==> src/rtl/ctrl_pkg.sv <==
// ctrl: shared controller widths, instruction format and loader state encoding
package ctrl;
  localparam int INSTR_ADDRESS_WIDTH = 8;
  localparam int ILOAD_BUS_WIDTH = 32;
  localparam int VECTOR_ID_WIDTH = 8;
  localparam int REG_FILE_ADDRESS_WIDTH = 4;
  localparam int DATA_RAM_ADDRESS_WIDTH = 16;
  typedef enum logic [1:0] {IDLE, RECV, WRITE, DONE} ilState_e;
  typedef struct packed {
    logic [3:0] flags;
    logic [DATA_RAM_ADDRESS_WIDTH-1:0] ram_addr;
    logic [REG_FILE_ADDRESS_WIDTH-1:0] rs2;
    logic [REG_FILE_ADDRESS_WIDTH-1:0] rs1;
    logic [REG_FILE_ADDRESS_WIDTH-1:0] rd;
    logic [VECTOR_ID_WIDTH-1:0] vec_id;
    logic [7:0] opcode;
  } allocInstr_s;
endpackage

==> src/rtl/ctrl_iload_pack.sv <==
// ctrl_iload_pack: beat counter and LSB-first assembly of stream beats into one instruction
module ctrl_iload_pack #(
  parameter int BUSWIDTH = 32,
  parameter int IWIDTH = 48,
  parameter int NBEATS = 2
) (
  input  logic clk,
  input  logic rst,
  input  logic clr,
  input  logic en,
  input  logic [BUSWIDTH-1:0] data,
  output logic [IWIDTH-1:0] word,
  output logic beat_last
);
  localparam int CW = NBEATS > 1 ? $clog2(NBEATS) : 1;
  logic [CW-1:0] cnt;
  logic [IWIDTH-1:0] sr;
  logic [NBEATS*BUSWIDTH-1:0] ext;
  assign beat_last = cnt == CW'(NBEATS-1);
  assign word = sr;
  // bits of the final beat above IWIDTH fall off in the truncating cast
  always_comb begin
    ext = (NBEATS*BUSWIDTH)'(sr);
    ext[cnt*BUSWIDTH +: BUSWIDTH] = data;
  end
  always_ff @(posedge clk or negedge rst) begin
    if (!rst) begin
      cnt <= '0;
      sr <= '0;
    end else if (clr) begin
      cnt <= '0;
    end else if (en) begin
      sr <= IWIDTH'(ext);
      cnt <= beat_last ? '0 : cnt + 1'b1;
    end
  end
endmodule

==> src/rtl/ctrl_iload.sv <==
// ctrl_iload: loads a program from a narrow word stream into consecutive instruction-memory words
module ctrl_iload
  import ctrl::*;
#(
  parameter int BUSWIDTH = ILOAD_BUS_WIDTH,
  parameter int IAWIDTH = INSTR_ADDRESS_WIDTH,
  parameter int IWIDTH = $bits(allocInstr_s)
) (
  input  logic clk,
  input  logic rst,
  input  logic load_start,
  input  logic [IAWIDTH-1:0] load_base,
  input  logic [IAWIDTH-1:0] load_len,
  input  logic [BUSWIDTH-1:0] s_data,
  input  logic s_valid,
  output logic s_ready,
  output logic imem_we,
  output logic [IAWIDTH-1:0] imem_addr,
  output allocInstr_s imem_wdata,
  output logic busy,
  output logic done,
  output logic prog_valid
);
  localparam int NBEATS = (IWIDTH + BUSWIDTH - 1) / BUSWIDTH;
  ilState_e st, nxt;
  logic [IAWIDTH-1:0] addr;
  logic [IAWIDTH:0] rem;
  logic [IWIDTH-1:0] word;
  logic beat_last;
  allocInstr_s held;
  ctrl_iload_pack #(.BUSWIDTH(BUSWIDTH), .IWIDTH(IWIDTH), .NBEATS(NBEATS)) u_pack (
    .clk(clk),
    .rst(rst),
    .clr(st == WRITE),
    .en(s_valid && s_ready),
    .data(s_data),
    .word(word),
    .beat_last(beat_last)
  );
  assign s_ready = st == RECV;
  assign imem_we = st == WRITE;
  assign busy = st == RECV || st == WRITE;
  assign done = st == DONE;
  assign imem_addr = addr;
  assign imem_wdata = st == WRITE ? allocInstr_s'(word) : held;
  always_comb begin
    nxt = st == IDLE ? (load_start ? RECV : IDLE) :
          st == RECV ? (s_valid && beat_last ? WRITE : RECV) :
          st == WRITE ? (rem == (IAWIDTH+1)'(1) ? DONE : RECV) : IDLE;
  end
  // a zero length sets the top bit of rem, giving a full 2^IAWIDTH load
  always_ff @(posedge clk or negedge rst) begin
    if (!rst) begin
      st <= IDLE;
      addr <= '0;
      rem <= '0;
      held <= '0;
      prog_valid <= 1'b0;
    end else begin
      st <= nxt;
      if (st == IDLE && load_start) begin
        addr <= load_base;
        rem <= {load_len == '0, load_len};
        prog_valid <= 1'b0;
      end
      if (st == WRITE) begin
        addr <= addr + 1'b1;
        rem <= rem - 1'b1;
        held <= allocInstr_s'(word);
        if (rem == (IAWIDTH+1)'(1)) prog_valid <= 1'b1;
      end
    end
  end
endmodule

==> config.mk <==
export PLATFORM = sky130hd
export DESIGN_NAME = ctrl_iload
export DESIGN_NICKNAME = d
export VERILOG_FILES = /design/src/rtl/ctrl_pkg.sv /design/src/rtl/ctrl_iload_pack.sv /design/src/rtl/ctrl_iload.sv
export SDC_FILE = /design/constraint.sdc
export NUM_CORES = 1
export LEC_CHECK = 0
export CORE_ASPECT_RATIO = 0.75
export CORE_MARGIN = 10
export CORE_UTILIZATION = 30
export DETAILED_ROUTE_END_ITERATION = 8
export GPL_ROUTABILITY_DRIVEN = 0
export PLACE_DENSITY = 0.54
export SYNTH_ARGS = -nofsm -noshare
export SYNTH_HDL_FRONTEND = slang
export SYNTH_HIERARCHICAL = 1
export SYNTH_SLANG_ARGS = --single-unit
==> constraint.sdc <==
create_clock -name clk -period 2.37 [get_ports clk]
set_input_delay 0.711 -clock clk [delete_from_list [all_inputs] [get_ports clk]]
set_output_delay 0.711 -clock clk [all_outputs]
set_load 0.005 [all_outputs]
==> out/summary.txt <==
Status - complete, but fails checks
Violated checks - setup timing
Max FO, Critical Path - 5
Crit path cell chain - ha_4 -> buf_6 -> clkbuf_16 -> buf_4 -> mux2_4 -> buf_6
Crit Reg-Reg Startpoint - st[0]$_DFF_PN0_
Util after Layout - 0.461
Hold_buf cts - 0
Seq pwr share - 0.355
# clock sinks - 117
Num CTS Buffers - 17
Crit-path most repeated cell - buf_6
Max Slew Vio Count - 0
Die ar. - 21900 µm²
Clock power share - 0.294
Syn Inst Count - 343
Largest net degree at the start of global routing - 38
Most frequent cells in the layout - 117 x dfrtp_1, 59 x mux2_2, 59 x clkdlybuf4s50_1, 35 x mux2_4, 22 x buf_6
Fin. Hold Viols - 0
Worst setup SP type - flop
RR Endpoint - rem[5]$_DFFE_PN0P_
Overflow after GRT - 0
Mux share of post-synthesis cell area - 0.225
Port bufs - 112
DR pass1 iterations - 4
Fillers - 1432
Worst Tran Pin Value - 422 ps
Fin cells - 717
Mean post-synth cell area - 14.3 µm²
Min cycle time layout - 2570 ps
Worst EP required - 1660 ps
CTS H-tree depth - 4
Commonest non-fill, non-tap cell in the layout - dfrtp_1
DRC Markers - 0
Nature of the critical path endpoint - primary output
Vias in the first global route - 3678
Die height - 131 µm
Hold crit path type - in -> async
Root Buffer - clkbuf_16
Clock skew - 6.75 ps
Leakage - 3.31 nW
Layout cell share with drive strength beyond 1 - 0.402
Maximum capacitance violations - 0
Max Fclk - 0.389 GHz
Critical path class - reg -> out
Final nets - 553
Syn_nets - 402
First-pass GRT wire length - 20.5 mm
Initial antenna violation count - 0
GRT Resource Usage Total - 0.118
Clock latency on the worst-skew pair - 410 ps
WP data arrival - 1860 ps
Slew headroom - 0.718
ANT cells - 0
Clk pin slew, worst setup/hold paths - 60 ps
RSZ-0062 raised after global routing - true
Area Overhead vs Synth - 50.8%
Pwr Density - 1340 nW/µm²
Final WS setup - -199 ps
Switch share - 0.285
Final wirelength - 12.8 mm
Initial drt markers - 169
Post-DP HPWL - 8.71 mm
Int Power - 7.10 mW
FF-to-FF setup slack - 410 ps
Routed via count - 3313
Gate power share - 0.352
Synth Area in Compound Gates - 0.0549
Yosys Warn Count - 6
Initial Utilization - 0.306
Slowest cell on crit path - dfrtp_1
Inst Count DP - 670
Mapped Area - 4900 µm²
ANT nets after route - 0
Core box area - 16000 µm²
CTS tree - yes
XOR/XNOR Fraction of Synth Area - 0.0215
Crit share post-route - 1.08
Post-Synth Adder-Cell Area - 0.0179
# IOs - 113
NetSw - 2.83 mW
Sequential area share after synthesis - 0.598
#FFs+latches synth - 117
Die Wd - 168 µm
CTS max path bufs - 2
Peak VDD IR - 0.000544 V
Hold slack - 236 ps
Synth Area in Simple Gates - 0.0598
Setup violations, final - 48
Crit-path max cell delay - 410 ps
Largest family of logic cells by synthesized area - multiplexers
Worst R2R Path Depth - 9
Via-to-Cell Ratio - 4.62
Synth unique cells - 37
Row cnt - 40
Routed len/inst - 17.8 µm
==> critical path, delay by kind of cell, from the launching register on <==
kind / cells / cell delay [ps]
buffers and inverters: 4 / 520
DFF: 1 / 410
muxes: 1 / 310
adders and majority gates: 1 / 200
==> sequential cells by signal (all words and copies together), names as in the netlist <==
register	flops
held	48
imem_addr	8
prog_valid	1
rem	9
st	2
u_pack/beat_last	1
u_pack/word	48
==> repair_timing <==
item,CTS,global route
buffers inserted,4,9
resized for setup,152,54
pin swaps,1,0
hold endpoints to repair,0,0
gates cloned,2,2
setup endpoints to repair,51,48
==> how the worst max path moves through the flow <==
| stage | from | end | slack (ps) | depth (start not counted) |
|---|---|---|---|---|
| 2_1_floorplan | st[0]$_DFF_PN0_ | imem_wdata[32] | 70 | 5 |
| 3_3_place_gp | st[0]$_DFF_PN0_ | imem_wdata[10] | -60 | 5 |
| 3_5_place_dp | st[0]$_DFF_PN0_ | imem_wdata[35] | -50 | 5 |
| 4_1_cts | st[0]$_DFF_PN0_ | imem_wdata[46] | -280 | 6 |
| 5_1_grt | st[0]$_DFF_PN0_ | imem_wdata[38] | -260 | 5 |
| 6_report | st[1]$_DFF_PN0_ | imem_wdata[35] | -200 | 6 |
==> cells by family after synthesis <==
group	after synthesis
buf+inv	21
mux	98
flops	117
xor+xnor	12
simple gates	47
compound gates	41
fa+ha+maj	7
==> metal layers <==
metal	wire [µm]	global-route usage	vias to the layer above
met3	843	0.0531	9
met4	114	0.0368	0
met2	5850	0.179	76
met5	0	0	-
li1	-	-	1540
met1	5980	0.148	1688
==> power by group through the flow <==
stage                     Combinational (mW)  Clock, mW  Sequential, mW
final                                   3.49       2.91            3.52
after global routing                    3.84       3.08            3.65
after CTS                               3.48       2.96            3.51
after detailed placement                3.44          0            3.52
after global placement                  3.39          0            3.47
after floorplan                         1.77          0            3.36
==> stage by stage <==
step	cell area, µm²	total power, mW	setup TNS (ps)	setup slack, ps
after floorplan	4900	5.13	0	66.6
after global placement	6430	6.86	-1630	-62.2
after detailed placement	6430	6.96	-1240	-49.3
after CTS	7300	9.95	-9630	-282
after global routing	7380	10.6	-9230	-264
final	7380	9.92	-5850	-199
==> final cells by class <==
type	count	area [µm²]	area share
tap	210	263	0.0356
sequential	117	2930	0.396
clock buffer	22	484	0.0656
inverter	4	15.0	0.00203
clock inverter	10	193	0.0261
timing repair buffer	149	1490	0.202
multi-input combinational	205	2010	0.272
==> cell usage after synthesis, drive strengths merged <==
master,number,area share
a211oi,13,0.020
a21oi,17,0.017
a22o,1,0.0018
a31oi,1,0.0013
a32o,1,0.0020
a41o,1,0.0020
a41oi,2,0.0036
and2,1,0.0013
and3,15,0.019
buf,11,0.015
clkbuf,6,0.0046
dfrtp,117,0.60
ha,7,0.018
inv,4,0.0031
mux2,96,0.22
mux2i,2,0.0041
nand2,6,0.0046
nand3,7,0.0072
nand3b,1,0.0023
nand4b,1,0.0018
nor2,8,0.0061
nor2b,2,0.0026
nor3,2,0.0031
nor3b,1,0.0038
nor4,2,0.0056
o21a,1,0.0015
o21ai,2,0.0020
o2bb2ai,1,0.0018
o31ai,1,0.0015
or4,1,0.0023
xnor2,6,0.011
xor2,6,0.011
Note: power is estimated with default switching activity, not from simulation.
